$ cat config.mk
export PLATFORM = sky130hd
export DESIGN_NAME = piece_dropper
export DESIGN_NICKNAME = d
export VERILOG_FILES = /design/src/rtl/piece_dropper.sv
export SDC_FILE = /design/constraint.sdc
export NUM_CORES = 1
export LEC_CHECK = 0
export CAP_MARGIN = 20
export CORE_MARGIN = 10
export CORE_UTILIZATION = 31
export CTS_CLUSTER_SIZE = 10
export DETAILED_ROUTE_END_ITERATION = 8
export SLEW_MARGIN = 30
export SYNTH_ARGS = -nofsm -noshare
export SYNTH_HDL_FRONTEND = slang
export SYNTH_SLANG_ARGS = --single-unit
$ cat constraint.sdc
create_clock -name clk -period 3.1 [get_ports clk]
set_input_delay 0.775 -clock clk [delete_from_list [all_inputs] [get_ports clk]]
set_output_delay 0.775 -clock clk [all_outputs]
set_load 0.005 [all_outputs]
$ cat src/rtl/piece_dropper.sv
// Board-side column writer: accepts a drop, animates it down one row per FALL_TICKS cycles,
// then commits it into the column's thermometer occupancy code and colour bits.
module piece_dropper #(
  parameter int unsigned COLS       = 7,
  parameter int unsigned ROWS       = 6,
  parameter int unsigned FALL_TICKS = 4,
  parameter int unsigned CW         = 3,
  parameter int unsigned RW         = 3
) (
  input  logic                 clk,
  input  logic                 resetn,
  input  logic                 drop_req,
  input  logic [CW-1:0]        drop_col,
  input  logic                 drop_player,
  input  logic                 clear,
  output logic                 ready,
  output logic                 anim_valid,
  output logic [CW-1:0]        anim_col,
  output logic [RW-1:0]        anim_row,
  output logic                 done,
  output logic [RW-1:0]        done_row,
  output logic                 reject,
  output logic [COLS*ROWS-1:0] onoff_flat,
  output logic [COLS*ROWS-1:0] color_flat
);

  localparam int unsigned TW = (FALL_TICKS > 1) ? $clog2(FALL_TICKS) : 1;

  typedef enum logic [1:0] {StIdle, StFall, StCommit} state_e;

  state_e                state_q, state_d;
  logic [TW-1:0]         tick_q;
  logic [CW-1:0]         col_q;
  logic [RW-1:0]         row_q;
  logic [RW-1:0]         target_q;
  logic                  player_q;
  logic                  reject_q;
  logic [COLS*ROWS-1:0]  onoff_q, color_q;

  logic [ROWS-1:0]       sel_col;
  logic [RW-1:0]         land_row;
  logic                  col_ok, col_full, req_idle, accept, bad_req, tick_last;
  logic [COLS*ROWS-1:0]  commit_mask;

  // Occupancy of the requested column; out-of-range columns read as empty.
  always_comb begin
    sel_col  = '0;
    land_row = '0;
    for (int unsigned c = 0; c < COLS; c++) begin
      if (drop_col == CW'(c)) sel_col = onoff_q[c*ROWS +: ROWS];
    end
    for (int unsigned r = 0; r < ROWS; r++) begin
      land_row = land_row + RW'(sel_col[r]);
    end
  end

  always_comb begin
    col_ok    = 32'(drop_col) < COLS;
    col_full  = &sel_col;
    req_idle  = (state_q == StIdle) && drop_req && !clear;
    accept    = req_idle && col_ok && !col_full;
    bad_req   = req_idle && !(col_ok && !col_full);
    tick_last = tick_q == TW'(FALL_TICKS - 1);
    for (int unsigned i = 0; i < COLS*ROWS; i++) begin
      commit_mask[i] = (32'(col_q) * ROWS + 32'(target_q)) == i;
    end
  end

  always_ff @(posedge clk or negedge resetn) begin
    if (!resetn) state_q <= StIdle;
    else         state_q <= state_d;
  end

  always_comb begin
    state_d = state_q;
    unique case (state_q)
      StIdle:   if (accept) state_d = StFall;
      StFall:   if (tick_last && row_q == target_q) state_d = StCommit;
      StCommit: state_d = StIdle;
      default:  state_d = StIdle;
    endcase
    if (clear) state_d = StIdle;
  end

  always_comb begin
    ready      = state_q == StIdle;
    anim_valid = state_q == StFall;
    done       = state_q == StCommit;
  end

  always_ff @(posedge clk or negedge resetn) begin
    if (!resetn) begin
      tick_q   <= '0;
      col_q    <= '0;
      row_q    <= '0;
      target_q <= '0;
      player_q <= 1'b0;
      reject_q <= 1'b0;
      onoff_q  <= '0;
      color_q  <= '0;
    end else begin
      reject_q <= bad_req;
      if (clear) begin
        tick_q  <= '0;
        onoff_q <= '0;
        color_q <= '0;
      end else begin
        unique case (state_q)
          StIdle: begin
            if (accept) begin
              col_q    <= drop_col;
              player_q <= drop_player;
              target_q <= land_row;
              row_q    <= RW'(ROWS - 1);
              tick_q   <= '0;
            end
          end
          StFall: begin
            if (tick_last) begin
              tick_q <= '0;
              if (row_q != target_q) row_q <= row_q - RW'(1);
            end else begin
              tick_q <= tick_q + TW'(1);
            end
          end
          StCommit: begin
            onoff_q <= onoff_q | commit_mask;
            color_q <= (color_q & ~commit_mask) | (player_q ? commit_mask : '0);
          end
          default: ;
        endcase
      end
    end
  end

  assign anim_col   = col_q;
  assign anim_row   = row_q;
  assign done_row   = target_q;
  assign reject     = reject_q;
  assign onoff_flat = onoff_q;
  assign color_flat = color_q;

endmodule

-- After elaboration in Yosys (flattened, before gate mapping)
Cells that the tools add are included.
- flip-flop bits (word level): 99
- latch bits: 0
- memory bits (writable): 0
- memory bits (read-only): 0
- output and inout port bits: 97
- word-level logic and storage cells: 126
- memories: 0
- add/sub/neg operators: 8
- $mul: 1
- divide/modulo/power cells: 0
- order comparisons: 1
- equal/unequal tests: 57
- shift operators: 0
- multiplexer cells: 24
- bitwise logic cells: 5
- reduce and logical (&&, ||, !) cells: 21
- operators by type and width (kind ; count):
    $eq A32 B5 Y1 const B ; 16
    $eq A32 B6 Y1 const B ; 9
    $eq A32 B4 Y1 const B ; 8
    $mux W42 ; 5
    $eq A32 B3 Y1 const B ; 4
    $or A42 B42 Y42 ; 2
    $eq A32 B2 Y1 const B ; 2
    $and A42 B42 Y42 ; 1
    $mux W6 ; 7
    $not A42 Y42 ; 1
    $eq A32 B1 Y1 const B ; 1
    $logic_not A32 Y1 ; 1
    $mux W2 ; 6
    $add A3 B1 Y3 ; 3
    $eq A3 B3 Y1 const B ; 3
    $mux W3 ; 3
    $pmux W2 S2 ; 2
    $add A6 B3 Y7 ; 1
    $eq A7 B6 Y1 const B ; 1
    $logic_and A1 B1 Y1 ; 7
    $eq A3 B2 Y1 const B ; 2
    $ne A2 B1 Y1 const B ; 3
    $ne A3 B2 Y1 const B ; 2
    $pmux W3 S2 ; 1
    21 further kinds ; 26

-- Longest topological paths before layout
- word-level depth: 14
- mapped depth: 12
- gate-level depth less buffers: 11

-- Worst setup path before layout
OpenSTA, ideal clock, no wires.
- kind: input-to-reg
- from: input port drop_col[0]
- to: register target_q[1], in the netlist done_row[1]
- setup time: 0.125 ns
- arrival time: 3.954 ns
- data required time: 2.975 ns
- path slack: -0.979 ns
- stages: 11
- path buffers: 2
- path through: buf_4 clkbuf_1 mux4_2 mux2_2 inv_1 fa_1 fa_1 inv_1 ha_1 fa_1 mux2_4
- cells in the longest elaborated chain, start to end: 13
- RTL lines (what ; line ; source):
    start, declared ; 13 ; input logic [CW-1:0] drop_col,
    $logic_not A3 Y1 ; 50 ; if (drop_col == CW'(c)) sel_col = onoff_q[c*ROWS +: ROWS];
    $mux W6 (6 in a row) ; 50 ;
    $mux W6 (*) ; 50 ;
    $add A1 B1 Y2 ; 53 ; land_row = land_row + RW'(sel_col[r]);
    $add A2 B1 Y3 ; 53 ;
    $add A3 B1 Y3 (2 in a row) ; 53 ;
    $add A3 B1 Y3 (*) ; 53 ;
    via land_row[1] ; 41 ; logic [RW-1:0] land_row;
    end signal, assigned ; 113 ; target_q <= land_row;
    end, declared ; 35 ; logic [RW-1:0] target_q;
The timed path passes the listed nets; every way through them passes the cells marked *.
A chain may end at the register's enable or synchronous reset.

-- Worst setup path after layout
Same ends and word-level chain as after synthesis.

==> results.py <==
metrics = {
    "clock_tree": {
        "numCtsBuffers": 9,
        "cts_tree": "done",
        "cts_sinks": 99,
        "cts.path.max_buffers": 2,
        "ctsHoldBuffers": 0,
        "cts-root-buf": "clkbuf_16",
        "cts.clk_slew.worst_paths_ps": 70,
        "htreeDepth": 3,
        "clkLatencyLatePin_ps": 350,
    },
    "pwr": {
        "pwr_density_cell_mw_per_mm2": 498,
        "p_comb_frac": 0.274,
        "power_leakage_nw": 2.98,
        "clkPwrFrac": 0.314,
        "intPower_w": 0.00224,
        "power_frac_seq": 0.412,
        "switchingPower_w": 0.00120,
        "vdd_drop_max_v": 0.000296,
        "swShare": 0.349,
    },
    "route": {
        "top_layer_used": "met4",
        "wl_per_cell_um": 18.6,
        "wl_met1_um": 7360,
        "antenna_left": 0,
        "first_pass_iters": 5,
        "drt-total-wl_um": 16200,
        "vias_per_cell": 4.99,
        "drtIter0Drc": 289,
        "drc": 0,
        "wl_met3_um": 1060,
        "wl_met2_um": 7440,
        "vias": 4342,
    },
    "logic_synthesis": {
        "synth_area_mm2": 0.00498,
        "synth_ff_type": "dfrtp_1",
        "synthCells": 510,
        "yosysTopAreaCell": "dfrtp_1",
        "synth_fp_nets": 532,
        "yosysSeqAreaShare": 0.497,
        "ys_ff_latch": 99,
        "synth_top_area_frac": 0.497,
        "synth_area_per_cell_um2": 9.77,
        "ys_top_cells_by_area": "dfrtp_1 (50%), a21oi_1 (7.8%), nand2_1 (4.7%), nor2_1 (4.4%), mux2i_1 (3.8%)",
        "async_flop_share": 1.00,
        "synthDistinctLibCells": 54,
        "synth-edff-count": 0,
        "yosys_warnings": 0,
    },
    "grt": {
        "grt_util_all_layers": 0.150,
        "grt_pass1_wl_um": 25600,
        "antenna_found_initial": 0,
        "grt_pass1_vias": 4422,
        "grt_overflow": 0,
        "grt_max_degree": 67,
    },
    "timing": {
        "maxSlewViolCount": 0,
        "fin_crit_sh": 1.05,
        "final.setup.worst_slack_ps": -164,
        "rsz0062_at_grt": "true",
        "setup_viol_count_final": 2,
        "whs_ps": 393,
        "worst_slew_pin_slew_ps": 986,
        "fin_crit_ps": 3260,
        "hold_viol_final": 0,
        "slew_headroom": 0.342,
        "finClkSkew_ps": 10.8,
        "fmax_mhz": 306,
    },
    "worst_setup_path": {
        "worstPathCellList": "buf_12 -> mux4_2 -> mux2_4 -> inv_2 -> fa_1 -> fa_1 -> inv_1 -> ha_2 -> fa_2 -> mux2_4",
        "critical_path.top_delay_family": "adder cells",
        "critPathCaptureType": "flop",
        "start_kind": "input port",
        "critPathBufInv": 3,
        "path_class": "input port to flop",
        "cpPeakStageDelay_ps": 510,
        "crit_required_ps": 3340,
        "crit_path_max_fanout": 6,
        "worstPathArrival_ps": 3500,
        "slowest_stage": "fa_1",
    },
    "floorplanning": {
        "io_pins": 105,
        "die_area_mm2": 0.0215,
        "die_y_um": 147,
        "core_mm2": 0.0158,
        "rows": 46,
        "fp.dieW_um": 147,
        "initial_core_util": 0.315,
    },
    "cells_and_area": {
        "layout-drive-gt1-share": 0.173,
        "num_antenna_cells": 0,
        "nFillCells": 1521,
        "fin_util": 0.436,
        "final_nets": 672,
        "syn_to_final_growth_pct": 38.6,
    },
    "placement": {
        "port_buffers": 104,
        "gp_congestion": 0.865,
        "place_hpwl_um": 12000,
    },
    "status": {
        "status": "complete, but fails checks",
        "violations": "negative setup slack",
    },
    "run": {
        "maxCapViolCount": 0,
    },
    "worst_hold_path": {
        "min_path_type": "input port to asynchronous set/reset pin",
    },
}
==> cells in the final DEF (no fill, tap or decap), types with 2 or more instances in the layout <==
cell,count
nor2b_2,2
nor2b_1,6
mux2i_1,19
a21oi_1,78
buf_6,2
buf_12,4
o21ai_0,2
nor3_1,4
mux2_4,7
inv_6,4
nand2_1,63
buf_4,53
nor2_1,58
o21ai_2,2
mux4_2,4
or4b_2,2
clkinv_2,2
a22oi_1,3
nand2b_1,6
dfrtp_1,99
nand3_1,35
inv_1,24
xnor2_1,2
nor3_2,3
and2_1,3
a21oi_2,2
a211oi_1,7
clkbuf_16,9
inv_2,2
ha_1,8
fa_1,4
xor2_1,4
clkdlybuf4s50_1,99
o221ai_1,2
a211oi_4,2
==> power by group through the flow <==
stage / combinational [W] / sequential [W] / clock [W]
3_5_place_dp: 0.000933 / 0.00144 / 0
5_1_grt: 0.00103 / 0.00143 / 0.00115
2_1_floorplan: 0.000566 / 0.00139 / 0
3_3_place_gp: 0.000911 / 0.00144 / 0
4_1_cts: 0.000944 / 0.00142 / 0.00111
6_report: 0.000945 / 0.00142 / 0.00108
==> state kept, by name, indices dropped and copies added, names as in the netlist <==
signal,flops
state_q,2
onoff_flat,42
anim_row,3
anim_col,3
reject,1
tick_q,2
color_flat,42
player_q,1
done_row,3
==> final timing paths <==
path	startpoint	endpoint	slack, ps	depth (start not counted)
max in group asynchronous	resetn	state_q[0]$_DFFE_PN0P_	1950	2
hold / removal	resetn	color_flat[39]$_DFFE_PN0P_	390	1
setup / recovery	drop_col[0]	done_row[1]$_DFFE_PN0P_	-160	10
setup reg to reg	onoff_flat[19]$_DFFE_PN0P_	done_row[1]$_DFFE_PN0P_	-20	9
hold reg to reg	anim_row[0]$_DFFE_PN0P_	anim_row[0]$_DFFE_PN0P_	520	1
min in group clk	anim_row[0]$_DFFE_PN0P_	anim_row[0]$_DFFE_PN0P_	520	1
==> stage by stage <==
step | cell area [um2] | std cells | TNS, ps | setup slack (ps) | total power (W)
2_1_floorplan | 5010 | 510 | -1450 | -621 | 0.00196
3_3_place_gp | 6560 | 852 | -4690 | -1070 | 0.00235
3_5_place_dp | 6560 | 852 | -5730 | -1110 | 0.00238
4_1_cts | 6890 | 871 | -594 | -335 | 0.00347
5_1_grt | 6910 | 871 | -334 | -201 | 0.00361
6_report | 6910 | 871 | -263 | -164 | 0.00344
==> routing by layer <==
| layer | vias to the layer above | global-route usage |
|---|---|---|
| li1 | 2016 | - |
| met1 | 2164 | 0.196 |
| met2 | 135 | 0.231 |
| met3 | 27 | 0.0430 |
| met4 | 0 | 0.0521 |
| met5 | - | 0 |
==> repair_timing <==
action                                  4_1_cts  5_1_grt
cloned                                        1        0
pin swaps                                     3        4
buffers inserted                              2        1
resized for setup                            13        9
endpoints found under the setup margin        3       10
==> Yosys cell counts, types with 6 or more instances <==
cell and n:
nor2_1 58, inv_1 25, nand2_1 63, ha_1 9, nand3_1 35, a211oi_1 7
nor2b_1 8, clkbuf_1 17, nand2b_1 6, dfrtp_1 99, a21oi_1 78, mux2i_1 19
==> final cells by class <==
cell class,instances,area [um2],area share
Clock inverter,6,45.0,0.00652
Multi-Input combinational cell,353,2250,0.326
Sequential cell,99,2480,0.359
Clock buffer,10,229,0.0332
Inverter,26,97.6,0.0141
Tap cell,216,270,0.0391
Timing Repair Buffer,161,1540,0.223
==> cell families (layout without fill, tap and decap cells) <==
group | count (synthesis) | count (layout) | share of synthesized area
multiplexers | 31 | 31 | 0.0781
AND/OR/NAND/NOR | 192 | 192 | 0.177
adder cells (fa/ha/maj) | 14 | 14 | 0.0427
flip-flops | 99 | 99 | 0.497
AO/OA/AOI/OAI | 109 | 109 | 0.134
buffers and inverters | 58 | 203 | 0.0570
XOR/XNOR | 7 | 7 | 0.0138
No activity file was read; power rests on OpenSTA's default activity.
